===== config.mk =====
export PLATFORM = sky130hd
export DESIGN_NAME = ysyx_23060072_hazard_ctrl
export DESIGN_NICKNAME = d
export VERILOG_FILES = /design/src/rtl/ysyx_23060072_hazard_ctrl_pkg.sv /design/src/rtl/ysyx_23060072_scoreboard.sv /design/src/rtl/ysyx_23060072_hazard_ctrl.sv
export SDC_FILE = /design/constraint.sdc
export NUM_CORES = 1
export LEC_CHECK = 0
export ABC_CLOCK_PERIOD_IN_PS = 3400
export CAP_MARGIN = 20
export CORE_MARGIN = 2
export CORE_UTILIZATION = 45
export CTS_BUF_LIST = sky130_fd_sc_hd__clkbuf_8
export DETAILED_ROUTE_END_ITERATION = 10
export GPL_TIMING_DRIVEN = 0
export MAX_ROUTING_LAYER = met4
export PLACE_DENSITY = 0.8
export SYNTH_ARGS = -nofsm -noshare
export SYNTH_HDL_FRONTEND = slang
export SYNTH_SLANG_ARGS = --single-unit
export TNS_END_PERCENT = 50

===== constraint.sdc =====
create_clock -name clk -period 3.4 [get_ports clk]
set_clock_uncertainty 0.15 [all_clocks]
set_input_delay 0.85 -clock clk [delete_from_list [all_inputs] [get_ports clk]]
set_output_delay 0.85 -clock clk [all_outputs]
set_load 0.03 [all_outputs]

===== src/rtl/ysyx_23060072_hazard_ctrl_pkg.sv =====
// Shared definitions for the hazard controller: FSM state encoding and PC width default.
package ysyx_23060072_hazard_ctrl_pkg;

  localparam int unsigned XLEN_DEFAULT = 32;

  typedef enum logic [1:0] {
    ST_RUN      = 2'd0,
    ST_REDIRECT = 2'd1,
    ST_DRAIN    = 2'd2,
    ST_TRAP     = 2'd3
  } state_e;

endpackage


===== src/rtl/ysyx_23060072_scoreboard.sv =====
// Per-register pending-write counters for long-latency writers, with RAW lookup and retire bypass.
module ysyx_23060072_scoreboard #(
  parameter  int unsigned REG_NUM = 16,
  parameter  int unsigned PEND_W  = 2,
  localparam int unsigned AW      = $clog2(REG_NUM)
) (
  input  logic          clk,
  input  logic          rst,
  input  logic          inc_en_i,
  input  logic [AW-1:0] inc_idx_i,
  input  logic          dec_en_i,
  input  logic [AW-1:0] dec_idx_i,
  input  logic          rs1_en_i,
  input  logic [AW-1:0] rs1_i,
  input  logic          rs2_en_i,
  input  logic [AW-1:0] rs2_i,
  input  logic [AW-1:0] rd_i,
  output logic          rs1_hazard_o,
  output logic          rs2_hazard_o,
  output logic          rd_sat_o,
  output logic          all_clear_o
);

  logic [PEND_W-1:0] pend_q [REG_NUM];
  logic [PEND_W-1:0] pend_d [REG_NUM];

  // Entry 0 is never written, so x0 reads as permanently clear.
  always_comb begin
    pend_d = pend_q;
    for (int unsigned r = 1; r < REG_NUM; r++) begin
      if (inc_en_i && inc_idx_i == AW'(r) &&
          !(dec_en_i && dec_idx_i == AW'(r) && pend_q[r] != '0)) begin
        pend_d[r] = pend_q[r] + 1'b1;
      end else if (dec_en_i && dec_idx_i == AW'(r) && pend_q[r] != '0 &&
                   !(inc_en_i && inc_idx_i == AW'(r))) begin
        pend_d[r] = pend_q[r] - 1'b1;
      end
    end
  end

  always_ff @(posedge clk or posedge rst) begin
    if (rst) begin
      pend_q <= '{default: '0};
    end else begin
      pend_q <= pend_d;
    end
  end

  // A retiring last outstanding write releases its readers in the same cycle.
  assign rs1_hazard_o = rs1_en_i && (rs1_i != '0) && (pend_q[rs1_i] != '0) &&
                        !(dec_en_i && dec_idx_i == rs1_i && pend_q[rs1_i] == PEND_W'(1));
  assign rs2_hazard_o = rs2_en_i && (rs2_i != '0) && (pend_q[rs2_i] != '0) &&
                        !(dec_en_i && dec_idx_i == rs2_i && pend_q[rs2_i] == PEND_W'(1));
  assign rd_sat_o     = (rd_i != '0) && (pend_q[rd_i] == '1);

  always_comb begin
    all_clear_o = 1'b1;
    for (int unsigned r = 1; r < REG_NUM; r++) begin
      if (pend_q[r] != '0) all_clear_o = 1'b0;
    end
  end

  retire_without_pending: assert property (
    @(posedge clk) disable iff (rst) dec_en_i |-> (pend_q[dec_idx_i] != '0)
  );

endmodule


===== src/rtl/ysyx_23060072_hazard_ctrl.sv =====
// Stall/flush/redirect control for the 5-stage core: scoreboarded RAW stalls, mispredict redirect, drain-then-trap.
module ysyx_23060072_hazard_ctrl
  import ysyx_23060072_hazard_ctrl_pkg::*;
#(
  parameter  int unsigned REG_NUM = 16,
  parameter  int unsigned PEND_W  = 2,
  parameter  int unsigned XLEN    = XLEN_DEFAULT,
  localparam int unsigned AW      = $clog2(REG_NUM)
) (
  input  logic            clk,
  input  logic            rst,
  input  logic            id_valid,
  input  logic            id_rs1_en,
  input  logic [AW-1:0]   id_rs1,
  input  logic            id_rs2_en,
  input  logic [AW-1:0]   id_rs2,
  input  logic            id_wb_en,
  input  logic [AW-1:0]   id_rd,
  input  logic            id_long,
  input  logic            wb_long,
  input  logic [AW-1:0]   wb_rd,
  input  logic            predict_flag,
  input  logic            ex_jump_flag,
  input  logic [XLEN-1:0] ex_jump_pc,
  input  logic            clint_req,
  input  logic [XLEN-1:0] clint_pc,
  input  logic            md_busy,
  input  logic            lsu_busy,
  output logic            if_hold,
  output logic            id_hold,
  output logic            ex_hold,
  output logic            clean_flag,
  output logic            redirect_valid,
  output logic [XLEN-1:0] redirect_pc,
  output logic            clint_ack,
  output logic            raw_stall
);

  state_e          state_q, state_d;
  logic [XLEN-1:0] target_q, target_d;

  logic rs1_hazard, rs2_hazard, rd_sat, all_clear;
  logic issue, inc_en, dec_en, busy;

  assign busy   = lsu_busy | md_busy;
  assign issue  = id_valid & ~id_hold & ~clean_flag;
  assign inc_en = issue & id_long & id_wb_en & (id_rd != '0);
  assign dec_en = wb_long & (wb_rd != '0);

  ysyx_23060072_scoreboard #(
    .REG_NUM (REG_NUM),
    .PEND_W  (PEND_W)
  ) u_scoreboard (
    .clk          (clk),
    .rst          (rst),
    .inc_en_i     (inc_en),
    .inc_idx_i    (id_rd),
    .dec_en_i     (dec_en),
    .dec_idx_i    (wb_rd),
    .rs1_en_i     (id_rs1_en),
    .rs1_i        (id_rs1),
    .rs2_en_i     (id_rs2_en),
    .rs2_i        (id_rs2),
    .rd_i         (id_rd),
    .rs1_hazard_o (rs1_hazard),
    .rs2_hazard_o (rs2_hazard),
    .rd_sat_o     (rd_sat),
    .all_clear_o  (all_clear)
  );

  assign raw_stall = id_valid & (rs1_hazard | rs2_hazard | (id_long & id_wb_en & rd_sat));

  always_comb begin
    state_d        = state_q;
    target_d       = target_q;
    if_hold        = 1'b0;
    id_hold        = 1'b0;
    ex_hold        = 1'b0;
    clean_flag     = 1'b0;
    redirect_valid = 1'b0;
    redirect_pc    = '0;
    clint_ack      = 1'b0;
    unique case (state_q)
      ST_RUN: begin
        if (busy) begin
          if_hold = 1'b1;
          id_hold = 1'b1;
          ex_hold = 1'b1;
        end else if (raw_stall) begin
          if_hold    = 1'b1;
          id_hold    = 1'b1;
          clean_flag = 1'b1;
        end
        // Taken or not, EX supplies the correct PC on ex_jump_pc; a trap request discards the jump.
        if (clint_req) begin
          state_d = ST_DRAIN;
        end else if (ex_jump_flag ^ predict_flag) begin
          state_d  = ST_REDIRECT;
          target_d = ex_jump_pc;
        end
      end
      ST_REDIRECT: begin
        redirect_valid = 1'b1;
        redirect_pc    = target_q;
        clean_flag     = 1'b1;
        state_d        = ST_RUN;
      end
      ST_DRAIN: begin
        if_hold    = 1'b1;
        id_hold    = 1'b1;
        ex_hold    = busy;
        clean_flag = 1'b1;
        if (all_clear && !busy) state_d = ST_TRAP;
      end
      ST_TRAP: begin
        redirect_valid = 1'b1;
        redirect_pc    = clint_pc;
        clint_ack      = 1'b1;
        clean_flag     = 1'b1;
        state_d        = ST_RUN;
      end
      default: state_d = ST_RUN;
    endcase
  end

  always_ff @(posedge clk or posedge rst) begin
    if (rst) begin
      state_q  <= ST_RUN;
      target_q <= '0;
    end else begin
      state_q  <= state_d;
      target_q <= target_d;
    end
  end

endmodule

==> out/qor.yml, run 1 <==
met1_length_um: 6030
hold_path_class: "reg2reg"
antenna_found_initial: 0
dp_hpwl_um: 11200
status: "complete, but fails checks"
grt_pass1_vias: 4272
min_to: "target_q[24]"
core_sq_um: 10300
die_y_um: 107
ys_types: 63
cts_max_path_buffers: 2
power.leakage_nw: 3.22
netlist.area_leader.share_pct: 33.6
root_buffer: "clkbuf_8"
grt_overflow: 0
worst-path-max-fanout: 5
drtIter0Drc: 388
fillers: 769
power_mw: 3.64
r2r_cells: 13
syn_inst: 449
ctsHtreeMaxLevel: 3
async_flop_share_pct: 100
cp.arrival_ns: 2.91
rsz0062_at_grt: "yes"
ys_top_cells_by_area: "dfrtp_1 34%, mux2i_1 8.8%, mux2_2 8.5%"
synth_top_cell_by_area: "dfrtp_1"
antenna_cells: 0
startpoint_type: "input port"
yosys_most_used_dff: "dfrtp_1"
crit_path_start: "id_rs1[0]"
cts_tree: "built"
period_share_pct: 115
min-delay-start: "target_q[24]"
rows: 37
first_pass_iters: 5
power_density_nw_per_um2: 522
r2r-start: "u_scoreboard.pend_q[2]"
worstMarginPinSlew_ns: 0.840
rrSetupSlack_ns: 0.01
syn_area_sq_um: 4770
max_freq_ghz: 0.256
syn_to_final_growth_pct: 46.4
mostFrequentLayoutCells: "109 x clkdlybuf4s50_1, 63 x dfrtp_1, 41 x mux2i_1"
synth_edf_count: 0
layout-drive-gt1-share_pct: 27.9
cts_sinks: 64
end_kind: "output pin"
final_common_cell: "clkdlybuf4s50_1"
die-area_sq_um: 11400
hold_viol: 0
grt_usage_pct: 27.6
clk_pin_slew_worst_paths_ns: 0.06
syn-num-nets: 557
violations: "setup timing"
fin_ws_ns: -0.512
initial_core_util_pct: 46.2
maxSlewHeadroom_pct: 43.4
worstSkewPairLatency_ns: 0.35
postRouteWirelength_um: 15600
portBuffers: 126
top_layer_used: "met4"
wl_met3_um: 1500
gp_congestion: 0.980
fin_nets: 713
ant_nets: 0
postSynthAreaPerCell_sq_um: 10.6
drcViolationCount: 0
ys_warn_count: 0
grt_start_max_net_pins: 43
timing.rr.end: "u_scoreboard.pend_q[17]"
maxCapViolations: 0
synth_seq_cells: 64
grt_pass1_wl_um: 23300
fin_crit_ns: 3.91
vias_per_cell: 5.86
whs_path_depth: 1
ir_worst_vdd_mv: 0.245
cts_buffers: 9
vias: 4370
required_ns: 2.40
setup_violations: 18
utilization_pct: 67.6
criticalPathCategory: "in2out"
ys_seq_area_share_pct: 33.6
avgRoutedWirePerCell_um: 20.9
maxSlewViolCount: 0
wl_met2_um: 7600
die_x_um: 107
boundaryPins: 132
[routing by layer]
metal / vias to the layer above / GRT usage, %
met5: - / -
met4: 0 / 8.91
met3: 53 / 7.48
met2: 248 / 45.1
met1: 2119 / 33.3
li1: 1950 / -
[state kept, by name, summed over array words and instances, names as in the netlist]
signal,count
state_q,2
u_scoreboard.pend_q,30
target_q,32
[worst max-delay path by stage]
stage               slack, ns      end
floorplan               -0.42  if_hold
global placement        -1.62  if_hold
detailed placement      -1.70  if_hold
CTS                     -0.42  if_hold
global route            -0.55  if_hold
finish                  -0.51  if_hold
[synthesized netlist by cell type (all sizes together), types with 2 or more instances]
master,instances
a2111oi,2
a211o,2
a211oi,3
a21boi,4
a21oi,4
a221oi,2
a311oi,2
a31oi,2
and2,2
and3,4
and3b,3
and4,2
buf,15
clkbuf,25
dfrtp,64
ha,15
inv,3
mux2,36
mux2i,42
mux4,9
nand2,11
nand3,5
nand3b,2
nand4,3
nor2,27
nor2b,39
nor3,13
nor3b,3
nor4,12
o2111ai,7
o211ai,9
o21ai,4
o21bai,2
o41ai,2
or2b,3
or4,3
xnor2,15
xor2,39
[worst max-delay path, stage by stage]
cell and delay, ns:
buf_8 0.10, buf_6 0.12, o41ai_4 0.36, a21oi_1 0.10, and4_1 0.22, or4_4 0.55, a31oi_4 0.21, a311oi_4 0.13
buf_6 0.14, buf_6 0.12
[cells by family after synthesis]
kind of cell,Yosys count,synth area share (%)
and+or+nand+nor,135,17.3
muxes,87,21.7
DFF,64,33.6
xor gates and xnor gates,54,9.92
AOI/OAI and AO/OA,51,8.74
buffers and inverters,43,4.77
adders and majority gates,15,3.93
[area by class of cell]
class,instances,area (sq um),share of cell area (%)
multi-input cells,342,3290,47.1
flip-flops and latches,64,1600,23.0
repair buffers,148,1450,20.7
plain buffers,37,265,3.80
well taps,136,170,2.44
clock buffers,11,151,2.17
clock inverters,5,47.5,0.681
inverters,3,11.3,0.161
[power breakdown]
part	leakage (nW)	total (mW)	switching, mW	internal, mW
Sequential	0.819	1.32	0.269	1.05
Clock	0.112	0.662	0.291	0.371
Combinational	2.29	1.66	0.827	0.836
Total	3.22	3.64	1.39	2.26
[per-stage QoR]
step,hold WS [ns],instances,setup TNS (ns),area [sq um],setup WS (ns)
CTS,0.358,737,-1.48,6710,-0.424
finish,0.355,746,-2.48,6980,-0.512
global route,0.363,746,-3.99,6980,-0.549
detailed placement,0.342,712,-35.63,6280,-1.70
floorplan,0.329,449,-1.20,4830,-0.420
global placement,0.336,711,-54.09,6260,-1.62
[what timing repair did]
item / in CTS / in global routing
buffers inserted: 10 / 9
resized for setup: 98 / 53
pin swaps: 13 / 24
cloned: 1 / 1
setup endpoints to repair: 61 / 24
hold buffers: 0 / 0
Power figures use the tool's default switching activity.
==> inputs of run 2 (changes only) <==
Settings changed: SLEW_MARGIN set to 5.
==> run 2 against run 1 <==
Net effect:
- the run still ends with setup timing left
- register-to-register slack got worse by 0.03 ns
- first-iteration DRC count decreased by 12%
- maximum frequency grew 2.1%
- worst setup slack improved by 0.082 ns
- highest routed layer unchanged
- power up 0.94%
- largest power group unchanged
- die area unchanged
- non-clock buffer count is 6 lower
- worst hold slack gained 0.0011 ns
- combinational power hardly changed
- clock power up 7.7%
==> out/qor.yml, run 2 (synthesis results as in run 1) <==
status: "complete, but fails checks"
violations: "setup timing"
grt_overflow: 0
seqPwrFrac_pct: 35.7
fillers: 793
ir_worst_vdd_mv: 0.261
maxCapViolations: 0
grt_start_max_net_pins: 65
first_pass_iters: 5
power.leakage_nw: 3.11
maxSlewHeadroom_pct: 47.9
dpl.cell_count: 711
cts_max_path_buffers: 2
rows: 37
mostFrequentLayoutCells: "110 x clkdlybuf4s50_1, 63 x dfrtp_1, 42 x mux2i_1"
switchingPower_mw: 1.37
maxSlewViolCount: 0
whs_ns: 0.356
boundaryPins: 132
fin_nets: 707
fin_crit_ns: 3.83
gp_congestion: 0.980
power.internal_mw: 2.30
period_share_pct: 113
top_register: "target_q"
startpoint_type: "input port"
final_cells: 740
vias: 4267
dp_hpwl_um: 11200
layout-drive-gt1-share_pct: 25.5
largest_register_ffs: 32
hold_viol: 0
grt_pass1_wl_um: 23700
required_ns: 2.40
postRouteWirelength_um: 15100
antenna_cells: 0
end_kind: "output pin"
setup_violations: 33
avgRoutedWirePerCell_um: 20.4
max_freq_ghz: 0.261
final_common_cell: "clkdlybuf4s50_1"
cts_tree: "built"
worstSkewPairLatency_ns: 0.35
die_y_um: 107
power_density_nw_per_um2: 538
worst-path-max-fanout: 6
ctsHtreeMaxLevel: 3
antenna_found_initial: 0
grt_usage_pct: 27.9
multiInputGateArea_sq_um: 3210
core_sq_um: 10300
drcViolationCount: 0
holdBufCountCts: 0
syn_to_final_growth_pct: 43.3
combPwrFrac_pct: 44.9
rsz0062_at_grt: "yes"
fin_ws_ns: -0.431
initial_core_util_pct: 46.2
top_regs: "target_q x32, u_scoreboard.pend_q x30, state_q x2"
die_x_um: 107
grt_pass1_vias: 4379
drtIter0Drc: 340
criticalPathCategory: "in2out"
worstMarginPinSlew_ns: 0.782
cts_buffers: 9
cts_sinks: 64
switching_share_pct: 37.3
vias_per_cell: 5.77
die-area_sq_um: 11400
cp.arrival_ns: 2.83
root_buffer: "clkbuf_8"
ant_nets: 0
hold_path_class: "reg2reg"
seqCellArea_sq_um: 1600
portBuffers: 126
clk_pin_slew_worst_paths_ns: 0.07
p_clk_share_pct: 19.4
run 2: changes by cell type in the layout (fill, tap and decap cells not counted), sizes merged:
| cell | before | now |
|---|---|---|
| bufinv | 1 | 2 |
| clkdlybuf4s15 | 0 | 1 |
| buf | 46 | 40 |
| dlygate4sd2 | 4 | 3 |
| inv | 5 | 6 |
| clkinv | 2 | 1 |
| clkdlybuf4s50 | 109 | 110 |
| clkbuf | 36 | 34 |
run 2: power by group through the flow:
stage	Combinational [mW]	Sequential, mW	Clock (mW)
after floorplan	1.10	1.20	0
after global placement	1.57	1.27	0
after detailed placement	1.61	1.28	0
after CTS	1.61	1.29	0.732
after global routing	1.76	1.34	0.767
final	1.65	1.31	0.713
run 2: what timing repair did:
| action | 4_1_cts | 5_1_grt |
|---|---|---|
| resized for setup | 93 | 34 |
| buffers inserted | 8 | 7 |
| pin swaps | 13 | 4 |
| gates cloned | 1 | 0 |
| endpoints found under the setup margin | 61 | 21 |
run 2: layer usage:
metal	vias up	GRT usage (%)	wire length (um)
met2	215	45.5	7380
met1	2079	33.6	5920
li1	1932	-	-
met3	41	6.75	1290
met5	-	-	0
met4	0	10.8	478
run 2: worst paths after layout:
check | start | end | slack (ns) | depth (start not counted)
setup / recovery | id_rs1[0] | if_hold | -0.43 | 10
hold / removal | target_q[7] | target_q[7] | 0.36 | 1
setup reg to reg | u_scoreboard.pend_q[14] | u_scoreboard.pend_q[17] | -0.02 | 13
hold reg to reg | target_q[7] | target_q[7] | 0.36 | 1
max in group asynchronous | rst | state_q[1] | 1.70 | 2
min in group asynchronous | rst | u_scoreboard.pend_q[9] | 0.85 | 2
run 2: critical path, cell delays in order:
cell and delay (ns):
buf_8 0.10, buf_6 0.12, o41ai_4 0.33, a21oi_1 0.07, and4_4 0.19, or4_4 0.55
a31oi_4 0.21, a311oi_4 0.14, buf_6 0.14, buf_6 0.12
run 2: per-stage QoR:
step | setup slack (ns) | area [sq um] | power (mW) | utilization [%] | TNS, ns
after detailed placement | -1.68 | 6260 | 2.89 | 60.7 | -33.94
after floorplan | -0.420 | 4830 | 2.29 | - | -1.20
after global routing | -0.484 | 6830 | 3.87 | 66.2 | -6.92
after global placement | -1.62 | 6260 | 2.83 | 60.6 | -54.09
final | -0.431 | 6830 | 3.68 | 66.2 | -4.86
after CTS | -0.433 | 6670 | 3.64 | 64.6 | -1.50
run 2: layout make-up:
class	instances	share of cell area (%)
sequential	64	23.5
inverter	3	0.201
timing repair buffer	142	19.9
buffer	37	3.84
tap	136	2.49
multi-input combinational	342	46.9
clock buffer	10	2.01
clock inverter	6	1.12
==> inputs of run 3 (changes only) <==
Settings changed: CORE_UTILIZATION 45 to 44, CTS_BUF_LIST sky130_fd_sc_hd__clkbuf_8 to sky130_fd_sc_hd__clkbuf_16, PLACE_DENSITY 0.8 to 0.78.
==> run 3 against run 2 <==
Net effect:
- the run still ends with setup timing left
- worst hold slack worse by 0.00079 ns
- clock-buffer cell count shrank 1
- via count rose by 0.80%
- combinational power is 2% higher
- maximum frequency is 0.54% lower
- final cell count up 1.4%
- routed wire length rose by 1.9%
- first-iteration DRC count up 12%
- sequential cell count unchanged
- critical endpoint unchanged
- highest routed layer unchanged
==> out/qor.yml, run 3 (synthesis results as in run 1) <==
min_to: "target_q[2]"
maxSlewHeadroom_pct: 46.3
rsz0062_at_grt: "yes"
end_kind: "output pin"
dpl.cell_count: 715
setup_tns_ns: -2.47
root_buffer: "clkbuf_16"
max_freq_ghz: 0.260
utilization_pct: 66.0
grt_usage_pct: 27.3
placed_cell_area_sq_um: 6270
maxCapViolations: 0
postRouteWirelength_um: 15300
gp_congestion: 0.915
maxSlewViolCount: 0
ctsHtreeMaxLevel: 3
fin_area_sq_um: 7060
holdBufCountCts: 0
syn_to_final_growth_pct: 48.0
vias_per_cell: 5.73
worstMarginPinSlew_ns: 0.805
core_sq_um: 10700
startpoint_type: "input port"
whs_path_depth: 1
worstSkewPairLatency_ns: 0.34
hold_viol: 0
first_pass_iters: 5
grt_start_max_net_pins: 65
r2r-start: "u_scoreboard.pend_q[19]"
period_share_pct: 113
cts_tree: "built"
required_ns: 2.40
min-delay-start: "target_q[2]"
layout-drive-gt1-share_pct: 26.9
place_ws_ns: -1.72
power.leakage_nw: 3.24
die-area_sq_um: 11700
portBuffers: 126
clk_pin_slew_worst_paths_ns: 0.06
final_common_cell: "clkdlybuf4s50_1"
cts_max_path_buffers: 2
fin_nets: 713
fin_ws_ns: -0.451
cts_sinks: 64
rrSetupSlack_ns: 0.04
grt_pass1_vias: 4488
largest_register_ffs: 32
status: "complete, but fails checks"
drcViolationCount: 0
r2r_cells: 13
setup_violations: 17
ant_nets: 0
rows: 38
cts_buffers: 9
whs_ns: 0.355
antenna_cells: 0
grt_overflow: 0
final_cells: 750
power_density_nw_per_um2: 574
power_mw: 4.05
fin_crit_ns: 3.85
antenna_found_initial: 0
boundaryPins: 132
fillers: 836
die_y_um: 108
grt_pass1_wl_um: 23700
avgRoutedWirePerCell_um: 20.5
timing.rr.end: "u_scoreboard.pend_q[27]"
top_register: "target_q"
vias: 4301
violations: "setup timing"
die_x_um: 108
drtIter0Drc: 380
top_regs: "target_q x32, u_scoreboard.pend_q x30, state_q x2"
worst-path-max-fanout: 4
cp.arrival_ns: 2.85
criticalPathCategory: "in2out"
mostFrequentLayoutCells: "109 x clkdlybuf4s50_1, 64 x dfrtp_1, 42 x mux2i_1"
dp_hpwl_um: 10700
hold_path_class: "reg2reg"
initial_core_util_pct: 44.6
ir_worst_vdd_mv: 0.336
## run 3: cell types whose count changed in the layout (fill, tap and decap cells not counted), sizes merged
cell / delta
bufinv: +1
clkbuf: +6
clkdlybuf4s15: -1
clkdlybuf4s50: -1
clkinv: +1
clkinvlp: +1
dlymetal6s2s: +1
inv: -2
## run 3: report_power, final
| group | internal, mW | switching [mW] | total [mW] |
|---|---|---|---|
| clock network | 0.717 | 0.354 | 1.07 |
| registers | 1.05 | 0.238 | 1.29 |
| logic | 0.844 | 0.849 | 1.69 |
| total | 2.61 | 1.44 | 4.05 |
## run 3: final cells by class
| type | count | area, sq um | share of cell area (%) |
|---|---|---|---|
| multi-input cells | 342 | 3200 | 45.4 |
| flip-flops and latches | 64 | 1600 | 22.7 |
| repair buffers | 145 | 1440 | 20.4 |
| plain buffers | 40 | 283 | 4.01 |
| clock buffers | 9 | 225 | 3.19 |
| well taps | 140 | 175 | 2.48 |
| clock inverters | 7 | 119 | 1.68 |
| inverters | 3 | 13.8 | 0.195 |
## run 3: worst max-delay path, stage by stage
cell,delay [ns]
buf_6,0.11
mux2_4,0.31
a221oi_4,0.30
nor4_4,0.09
or4_4,0.55
a31oi_4,0.21
a311oi_4,0.15
buf_6,0.15
buf_6,0.12
## run 3: repair_timing
item | 4_1_cts | 5_1_grt
setup endpoints to repair | 61 | 59
pin swaps | 16 | 8
resized for setup | 109 | 28
setup buffers | 10 | 7
gates cloned | 1 | 1
## run 3: how the worst max path moves through the flow
stage / from / end / slack (ns) / cells after the start
after floorplan: id_rs2[0] / if_hold / -0.42 / 9
after global placement: wb_rd[1] / if_hold / -1.69 / 8
after detailed placement: id_rs1[0] / if_hold / -1.72 / 10
after CTS: id_rs1[1] / if_hold / -0.43 / 9
after global routing: id_rs1[1] / if_hold / -0.51 / 9
final: id_rs1[2] / if_hold / -0.45 / 9
## run 3: layer usage
metal / wire [um] / vias to the layer above / GRT usage, %
met3: 1500 / 63 / 7.59
met1: 6050 / 2058 / 31.3
met2: 7360 / 232 / 45.8
li1: - / 1948 / -
met5: 0 / - / -
met4: 443 / 0 / 10.2
